[config.mk]
export PLATFORM = sky130hd
export DESIGN_NAME = ahb_arbiter_param
export DESIGN_NICKNAME = d
export VERILOG_FILES = /design/src/rtl/ahb_arbiter_param.sv
export SDC_FILE = /design/constraint.sdc
export NUM_CORES = 1
export LEC_CHECK = 0
export BUFFER_PORTS_ARGS = -buffer_cell sky130_fd_sc_hd__buf_2
export CAP_MARGIN = 30
export CELL_PAD_IN_SITES_DETAIL_PLACEMENT = 1
export CELL_PAD_IN_SITES_GLOBAL_PLACEMENT = 2
export CORE_MARGIN = 1
export CORE_UTILIZATION = 30
export DETAILED_ROUTE_END_ITERATION = 8
export GPL_TIMING_DRIVEN = 1
export PLACE_DENSITY_LB_ADDON = 0.1
export SLEW_MARGIN = 20
export SYNTH_ARGS = -nofsm -noshare
export SYNTH_HDL_FRONTEND = slang
export SYNTH_SLANG_ARGS = --single-unit
[constraint.sdc]
create_clock -name hclk -period 2.2 [get_ports hclk]
set_input_delay 0.44 -clock hclk [delete_from_list [all_inputs] [get_ports hclk]]
set_output_delay 0.44 -clock hclk [all_outputs]
set_load 0.05 [all_outputs]
[src/rtl/ahb_arbiter_param.sv]
// Parametrised AHB2 bus arbiter: one-hot grant, registered address-phase owner and lock.
// Ownership never moves inside a fixed-length burst or a locked sequence. Priority is
// either fixed (index 0 highest) or round-robin.
module ahb_arbiter_param #(
  parameter int NUM_MASTERS    = 4,
  parameter int ARB_MODE       = 1,
  parameter int DEFAULT_MASTER = 0,
  parameter int HMASTER_W      = 4
) (
  input  logic                   hclk,
  input  logic                   hreset,
  input  logic [NUM_MASTERS-1:0] hbusreq,
  input  logic [NUM_MASTERS-1:0] hlock,
  input  logic [1:0]             htrans,
  input  logic [2:0]             hburst,
  input  logic                   hready,
  output logic [NUM_MASTERS-1:0] hgrant,
  output logic [HMASTER_W-1:0]   hmaster,
  output logic                   hmastlock
);

  localparam logic [1:0] TR_IDLE   = 2'd0;
  localparam logic [1:0] TR_BUSY   = 2'd1;
  localparam logic [1:0] TR_NONSEQ = 2'd2;
  localparam logic [1:0] TR_SEQ    = 2'd3;

  localparam logic [2:0] BU_SINGLE = 3'd0;
  localparam logic [2:0] BU_INCR   = 3'd1;

  localparam logic [HMASTER_W-1:0]   DEF_IDX   = HMASTER_W'(DEFAULT_MASTER);
  localparam logic [NUM_MASTERS-1:0] DEF_GRANT = NUM_MASTERS'(1) << DEFAULT_MASTER;

  logic [4:0]             beat_cnt;
  logic [4:0]             beat_next;
  logic                   lock_hold;
  logic [HMASTER_W-1:0]   rr_ptr;
  logic [HMASTER_W-1:0]   grant_idx;
  logic [HMASTER_W-1:0]   winner;
  logic                   found;
  logic                   owner_lock;
  logic                   lock_active;
  logic                   burst_done;
  logic                   rearb_ok;
  logic                   any_req;

  // Binary index of the currently granted master (hgrant is one-hot)
  always_comb begin
    grant_idx = '0;
    for (int i = 0; i < NUM_MASTERS; i++) begin
      if (hgrant[i]) grant_idx = HMASTER_W'(i);
    end
  end

  assign owner_lock  = |(hlock & hgrant);
  assign lock_active = owner_lock | lock_hold;
  assign any_req     = |hbusreq;

  // Remaining-SEQ-beat count after the transfer currently presented is accepted
  always_comb begin
    beat_next = beat_cnt;
    case (htrans)
      TR_NONSEQ: begin
        case (hburst)
          3'd2, 3'd3: beat_next = 5'd3;
          3'd4, 3'd5: beat_next = 5'd7;
          3'd6, 3'd7: beat_next = 5'd15;
          default:    beat_next = 5'd0;
        endcase
      end
      TR_SEQ:  if (beat_cnt != 5'd0) beat_next = beat_cnt - 5'd1;
      TR_BUSY: beat_next = beat_cnt;
      default: beat_next = 5'd0;
    endcase
  end

  // The bus may change hands when the presented transfer ends a burst; INCR is always interruptible
  always_comb begin
    burst_done = ((htrans == TR_IDLE || htrans == TR_BUSY) && beat_cnt == 5'd0)
              || (htrans == TR_NONSEQ && (hburst == BU_SINGLE || hburst == BU_INCR))
              || (htrans == TR_SEQ && (beat_cnt <= 5'd1 || hburst == BU_INCR));
  end

  assign rearb_ok = hready & ~lock_active & burst_done;

  // Winner selection: first pass looks above rr_ptr (round-robin only), second pass wraps around
  always_comb begin
    winner = DEF_IDX;
    found  = 1'b0;
    for (int i = 0; i < NUM_MASTERS; i++) begin
      if (!found && hbusreq[i] && (ARB_MODE == 0 || HMASTER_W'(i) > rr_ptr)) begin
        winner = HMASTER_W'(i);
        found  = 1'b1;
      end
    end
    for (int i = 0; i < NUM_MASTERS; i++) begin
      if (!found && hbusreq[i]) begin
        winner = HMASTER_W'(i);
        found  = 1'b1;
      end
    end
  end

  // Owner, lock, beat and grant state; everything freezes while hready is low.
  // lock_hold remembers that the owner's hlock was high at the last accepted transfer,
  // so once hlock drops the grant survives exactly one more transfer.
  always_ff @(posedge hclk or posedge hreset) begin
    if (hreset) begin
      hgrant    <= DEF_GRANT;
      hmaster   <= DEF_IDX;
      hmastlock <= 1'b0;
      beat_cnt  <= 5'd0;
      lock_hold <= 1'b0;
      rr_ptr    <= DEF_IDX;
    end else if (hready) begin
      hmaster   <= grant_idx;
      hmastlock <= owner_lock;
      beat_cnt  <= beat_next;
      lock_hold <= owner_lock;
      if (rearb_ok) begin
        hgrant <= NUM_MASTERS'(1) << winner;
        if (ARB_MODE != 0 && any_req) rr_ptr <= winner;
      end
    end
  end

endmodule
==> results of run 1 <==
-- critical path: stages (launching register included) --
cell and delay [ps]:
sky130_fd_sc_hd__dfrtp_1 440, sky130_fd_sc_hd__inv_1 100, sky130_fd_sc_hd__ha_1 150, sky130_fd_sc_hd__nor4b_2 270, sky130_fd_sc_hd__o211ai_2 190, sky130_fd_sc_hd__nor4_2 370, sky130_fd_sc_hd__mux2_2 380
-- cell type report --
type,count,area share [%]
Multi-Input combinational cell,74,48.3
Sequential cell,14,32.0
Timing Repair Buffer,23,10.7
Tap cell,31,3.53
Clock buffer,4,3.31
Inverter,6,2.05
-- state kept, by name, summed over array words and instances, names as in the netlist --
signal	count
lock_hold	1
beat_cnt	5
rr_ptr	2
hgrant	4
hmaster	2
-- stage by stage --
| step | utilization, % | hold WS [ps] |
|---|---|---|
| after floorplan | - | 329 |
| after global placement | 37.2 | 494 |
| after detailed placement | 37.2 | 491 |
| after CTS | 38.5 | 203 |
| after global routing | 38.5 | 229 |
| final | 38.5 | 192 |
-- power by group through the flow --
stage	registers (uW)	clock network, uW	logic [uW]
2_1_floorplan	648	0	358
3_3_place_gp	480	0	690
3_5_place_dp	485	0	699
4_1_cts	480	197	704
5_1_grt	500	204	765
6_report	479	194	699
-- final timing paths --
check                                         end  cells past startpoint                    start  slack [ps]
max                         rr_ptr[1]$_DFFE_PP0P_                      6  beat_cnt[0]$_DFFE_PP0P_         180
min                         rr_ptr[0]$_DFFE_PP0P_                      2                   hreset         190
max reg2reg                 rr_ptr[1]$_DFFE_PP0P_                      6  beat_cnt[0]$_DFFE_PP0P_         180
min reg2reg                 hgrant[0]$_DFFE_PP1P_                      2    hgrant[0]$_DFFE_PP1P_         520
max in group asynchronous   hgrant[0]$_DFFE_PP1P_                      2                   hreset        1630
min in group hclk          hmaster[0]$_DFFE_PP0P_                      2                   hready         470
-- routing by layer --
layer	GRT usage, %	vias to the layer above
met5	0	-
met4	7.32	0
met3	3.17	4
met2	25.6	18
met1	19.9	380
li1	-	405
-- placed cells by master (no fill, tap or decap), types with 2 or more instances in the layout --
cell / count
sky130_fd_sc_hd__mux2_2: 3
sky130_fd_sc_hd__dfrtp_1: 13
sky130_fd_sc_hd__a21oi_1: 4
sky130_fd_sc_hd__and3_1: 2
sky130_fd_sc_hd__nand2b_1: 6
sky130_fd_sc_hd__inv_1: 6
sky130_fd_sc_hd__mux2i_1: 2
sky130_fd_sc_hd__o21ai_0: 5
sky130_fd_sc_hd__nor2b_1: 2
sky130_fd_sc_hd__nor4b_2: 2
sky130_fd_sc_hd__clkbuf_4: 3
sky130_fd_sc_hd__buf_2: 22
sky130_fd_sc_hd__a22oi_1: 2
sky130_fd_sc_hd__a22o_1: 2
sky130_fd_sc_hd__o31ai_1: 8
sky130_fd_sc_hd__nor3_1: 2
sky130_fd_sc_hd__ha_1: 3
sky130_fd_sc_hd__nand2_1: 5
sky130_fd_sc_hd__conb_1: 2
sky130_fd_sc_hd__nor2_1: 7
-- cell families after synthesis --
family                   count (synthesis)  synth area share, %
AND/OR/NAND/NOR                         31                 20.4
multiplexers                             5                 5.80
flip-flops                              14                 37.9
AO/OA/AOI/OAI                           32                 25.2
adder cells (fa/ha/maj)                  3                 4.05
other                                    1                0.404
buffers and inverters                   10                 5.26
XOR/XNOR                                 1                0.945
==> impl.org, run 1 <==
** STA
- Pins over their slew limit :: 0
- Setup violations remaining at the end of the flow were counted as 0.
- Hold Fails Final Rpt :: 0
- Final worst slack :: 178 ps
- RSZ-0062 raised after global routing :: false
- Timing would allow up to 0.494 GHz.
- Subtracting the final worst setup slack from the clock period gives 2020 ps.
- In the final timing run, aggregate negative setup slack is 0 ps.
- Slew at the pin closest to its max-slew limit :: 575 ps
- The final critical path takes up 91.9% of the cycle.
- For the final database, setup skew stands at 4.49 ps.
- In this run the tightest slew margin relative to its limit is 61.7%.

** Placed design
- Placed insts :: 148
- Count of port buffers added during placement :: 22
- The congestion estimate from routability-driven global placement came to 0.739.
- Timing analysis after detailed placement gives a worst setup slack of 191 ps.
- Half-perimeter wire length after placement :: 1800 um
- Total cell area at the placement stage :: 0.00106 mm^2

** GRT
- Number of global-route vias before repair :: 856
- Number of antenna violations at the first check in global routing :: 0
- Overall track demand over capacity in global routing :: 15.7%
- The first global-routing pass estimated 3900 um of wire.
- For this run the aggregate overflow at the end of global routing stands at 0.
- Entering global routing, the biggest net connects 15 pins.

** Final layout
- The finished cells cover 0.00110 mm^2.
- Total Nets Final :: 141
- The filler cells instantiated in the layout total 350.
- Area added between synthesis and finish :: 18.4%
- Diodes inserted :: 0
- Cell Count, Final, Fillers Out :: 152
- Area of combinational cells with multiple inputs :: 531 um^2
- Share of post-route cells with drive strength above 1 :: 31.4%
- Combined flip-flop and latch cell area :: 352 um^2

** Yosys
- Post-synth cell types :: 38
- The synthesized design devotes to its leading area cell type 35.1% of total area.
- Cell Area, Synth :: 927 um^2
- Synth cell count leaders :: 13 x sky130_fd_sc_hd__dfrtp_1, 8 x sky130_fd_sc_hd__o31ai_1, 7 x sky130_fd_sc_hd__nor2_1, 6 x sky130_fd_sc_hd__inv_1, 6 x sky130_fd_sc_hd__nand2b_1
- Among all flip-flop cells after synthesis, the most frequent one is sky130_fd_sc_hd__dfrtp_1.
- Sequential elements use 37.9% of the synthesized area.
- Synthesis inferred 14 register bits.
- Yosys warnings :: 0
- By area the synthesized netlist is led by sky130_fd_sc_hd__dfrtp_1 35%, sky130_fd_sc_hd__o31ai_1 6.5%, sky130_fd_sc_hd__ha_1 4.0%.
- Share of async-settable or async-resettable flops after synthesis :: 100%
- Synthesized area per cell :: 9.56 um^2
- In the post-synthesis netlist, the cell with the most instances is sky130_fd_sc_hd__dfrtp_1.
- Summed over all instances, the cell type with the most area after synthesis is sky130_fd_sc_hd__dfrtp_1.
- Cell count after synthesis :: 97
- The synthesized design contains 0 enable-type register cells.

** Routing
- The routed layout has 807 vias.
- Summed over all nets, wire length on met3 after detailed routing comes to 98 um.
- In this run the top signal layer used is met4.
- Routed wirelength normalized by instance count :: 15.0 um
- Drt via density :: 5.31
- Total routed wirelength :: 2270 um
- First drt pass iteration count :: 6
- Post-detailed-route DRC marker count :: 1
- The first routing iteration left 14 violations.
- After detailed routing, the wire length on met1 is 1100 um.
- Summed over all nets, wire length on met2 after detailed routing comes to 1040 um.
- Number of antenna-violating nets in the routed design :: 0

** Power
- The share of total power dissipated in combinational logic is 50.9%.
- Total power for the finished layout comes to 1370 uW.
- Static leakage :: 0.000505 uW
- Relative contribution of the clock network to total power :: 14.1%
- Internal Pwr Total :: 709 uW
- VDD sags by at most 0.423 mV.
- Switching power as a share of total power :: 48.3%
- Reported net switching power :: 663 uW
- Sequential cells burn 34.9% of the power.
- For this design the ratio of total power to cell area is 1250 mW/mm^2.

** Outcome
- Violated checks :: design-rule violations
- The run finished, with violations left.

** Floorplanning
- Std-Cell Core Area :: 0.00285 mm^2
- Chip width :: 57.6 um
- After floorplanning, the core was divided into 19 placement rows.
- For this configuration, the core starts out at a cell density of 32.5%.
- The floorplan step defined a die boundary enclosing 0.00332 mm^2.
- The die is 57.6 um tall.
- Pin placement for this block handled 25 I/O pins.

** Critical path
- Critical path endpoint category :: register
- Data arrival, critical path :: 2200 ps
- Critical path required time :: 2380 ps
- Along the worst path, the maximum fanout reaches 6.
- Startpoint type of the worst setup path :: register
- The setup path with the least slack is of type reg -> reg.

** Clock tree
- The root buffer cell chosen for the clock tree is sky130_fd_sc_hd__clkbuf_4.
- The clock net in this run drives a total of 14 sinks.
- Count of instances resized after the clock tree is built :: 0
- Maximum count of clock buffers along a single path :: 2
- Count of buffers added by post-CTS timing repair for setup :: 0
- CTS built an H-tree with a depth of 1.
- Clk_lat worst skew :: 290 ps
- Clock-pin slew was measured on the worst setup and hold paths at 90 ps.
- Hold repair after CTS inserted 0 buffers.
- Clock tree synthesis inserted a total of 3 buffers.
- CTS tree :: built

** Worst hold path
- Classification of the worst-slack hold path :: in -> async

** Flow run
- Across the run, the number of max-cap violations was 0.
No activity file was read; power rests on OpenSTA's default activity.
==> run 2: changes to the inputs <==
- CORE_UTILIZATION: 30 -> 33
- clock period: 2.2 -> 2.52 ns (I/O delays scaled with it)
==> impl.org, run 2 (same netlist as run 1, synthesis figures left out) <==
** Floorplanning
- In this run the standard cell core region covers 0.00257 mm^2.
- Chip width :: 55.0 um
- 25 I/O pins were placed.
- DIE AREA :: 0.00303 mm^2
- Once the floorplan was initialized, standard cells occupied 36.1% of the core.
- Placement Rows :: 18
- The die is 55.0 um tall.

** Critical path
- Reg2Reg Capture Point :: rr_ptr[1]$_DFFE_PP0P_
- Critical path endpoint category :: register
- At the worst endpoint, the arrival time is 2170 ps.
- In this run the worst path has a maximum fanout of 6.
- Startpoint type of the worst setup path :: register
- Critical path required time :: 2690 ps
- Worst setup path class :: reg -> reg
- The worst register-to-register path has a setup slack of 520 ps.
- Path depth of the worst reg2reg path :: 6
- The worst register-to-register path begins at beat_cnt[0]$_DFFE_PP0P_.

** Clock tree
- Count of instances resized after the clock tree is built :: 0
- Count of buffers added by post-CTS timing repair for setup :: 0
- Buffers inserted to repair hold after CTS numbered 0.
- The longest clock path from root to sink contains 2 buffers.
- In this run the number of H-tree levels came out at 1.
- Clk sinks :: 14
- Cts bufs inserted :: 3
- CTS clk-pin slew, worst paths :: 100 ps
- TritonCTS built the clock tree.
- Clk_lat worst skew :: 280 ps
- The tree is rooted in a sky130_fd_sc_hd__clkbuf_4.

** Flow run
- MaxCap Viol Count :: 0

** Routing
- Post-detailed-route DRC marker count :: 0
- Drt via density :: 5.42
- The first routing iteration left 7 violations.
- The first TritonRoute pass finished after 4 iterations.
- Total routed wirelength :: 2230 um
- Detailed routing inserted a total of 813 vias.
- After detailed routing, the average wire length per cell comes to 14.9 um.
- Number of antenna-violating nets in the routed design :: 0

** Final layout
- The register with the most flip-flops in the layout has 5 of them.
- Total Nets Final :: 140
- Most frequent standard cell in the layout excluding fill and tap cells :: sky130_fd_sc_hd__buf_2
- In the final layout, the registers with the most flip-flops are beat_cnt x5, hgrant x4.
- More flip-flops sit in one register than any other, and that register is beat_cnt.
- Area added between synthesis and finish :: 17.4%
- The number of antenna diodes in the final layout is 0.
- Leading cell types in the layout, fill and taps excluded :: 22 x sky130_fd_sc_hd__buf_2, 13 x sky130_fd_sc_hd__dfrtp_1, 8 x sky130_fd_sc_hd__o31ai_1
- Of the cells placed in the final design, the portion with a size suffix greater than 1 is 30.8%.

** STA
- Max-Slew Margin vs Limit :: 61.2%
- Setup violations remaining at the end of the flow were counted as 0.
- The clock period could shrink to 2000 ps.
- The final critical path takes up 79.2% of the cycle.
- RSZ-0062 raised after global routing :: false
- The clock arrives with 7.90 ps of skew.
- Slew at the pin closest to its max-slew limit :: 582 ps
- The final count of pins violating max slew is 0.
- Final TNS setup :: 0 ps
- Hold Fails Final Rpt :: 0
- Static timing analysis puts the maximum clock frequency at 0.501 GHz.

** Power
- Internal Pwr Total :: 617 uW
- The clock network burns 13.9% of the power.
- Max VDD drop :: 0.620 mV
- Switching power as a share of total power :: 47.9%
- Logic pwr share :: 51.1%
- Cell Pwr Density :: 1090 mW/mm^2
- Total power of the final layout :: 1180 uW
- Reported net switching power :: 567 uW
- Registers are responsible for 35.1% of the overall power.
- Static leakage :: 0.000500 uW

** GRT
- The initial antenna violation count is 0.
- First-pass GRT wire length :: 3720 um
- Entering global routing, the biggest net connects 15 pins.
- Grt ovf :: 0
- Number of global-route vias before repair :: 799
- Across every metal layer, demand over resource in global routing totals 17.7%.

** Outcome
- The flow ran to the end, and the final reports show no timing, DRC or antenna violations.

** Placed design
- Count of port buffers added during placement :: 22
- Half-perimeter wire length after placement :: 1780 um
- The congestion estimate from routability-driven global placement came to 0.742.

** Worst hold path
- Classification of the worst-slack hold path :: in -> async
[run 2: stage by stage]
stage               hold slack, ps  area [um^2]  instances  util (%)  setup slack (ps)
detailed placement             509         1050        146      41.0               539
floorplan                      393          931         98         -               663
global placement               496         1050        146      41.0               526
finish                         267         1090        150      42.4               523
global route                   297         1090        150      42.4               384
CTS                            273         1090        150      42.4               515
[run 2: final cells by class]
| type | instances | area (um^2) |
|---|---|---|
| multi-input combinational | 74 | 531 |
| timing repair buffer | 22 | 110 |
| clock buffer | 4 | 36.3 |
| inverter | 6 | 22.5 |
| tap | 30 | 37.5 |
| sequential | 14 | 352 |
| fill | 303 | 1480 |
[run 2: per-layer routing]
metal  track usage, %  wire [um]  vias to the layer above
li1                 -          -                      404
met1             22.8       1050                      394
met2             29.3       1090                       13
met3             3.28         63                        2
met4             6.25         19                        0
met5                0          0                        -
[run 2: worst max-delay path by stage]
stage / start / slack [ps] / cells after the start / end
2_1_floorplan: hgrant[2]$_DFFE_PP0P_ / 660 / 4 / rr_ptr[0]$_DFFE_PP0P_
3_3_place_gp: htrans[0] / 530 / 5 / rr_ptr[0]$_DFFE_PP0P_
3_5_place_dp: htrans[0] / 540 / 5 / rr_ptr[1]$_DFFE_PP0P_
4_1_cts: beat_cnt[0]$_DFFE_PP0P_ / 520 / 6 / rr_ptr[1]$_DFFE_PP0P_
5_1_grt: beat_cnt[0]$_DFFE_PP0P_ / 380 / 6 / rr_ptr[1]$_DFFE_PP0P_
6_report: beat_cnt[0]$_DFFE_PP0P_ / 520 / 6 / rr_ptr[1]$_DFFE_PP0P_
[run 2: power by group through the flow]
stage	clock network, uW	logic (uW)	registers, uW
final	164	604	415
after CTS	171	609	418
after floorplan	0	312	566
after global routing	178	670	435
after detailed placement	0	606	423
after global placement	0	599	418
[run 2: critical path, cell delays in order, from the launching register on]
cell and delay, ps:
sky130_fd_sc_hd__dfrtp_1 450, sky130_fd_sc_hd__inv_1 110, sky130_fd_sc_hd__ha_1 140, sky130_fd_sc_hd__nor4b_2 260, sky130_fd_sc_hd__o211ai_2 200, sky130_fd_sc_hd__nor4_2 360, sky130_fd_sc_hd__mux2_2 370
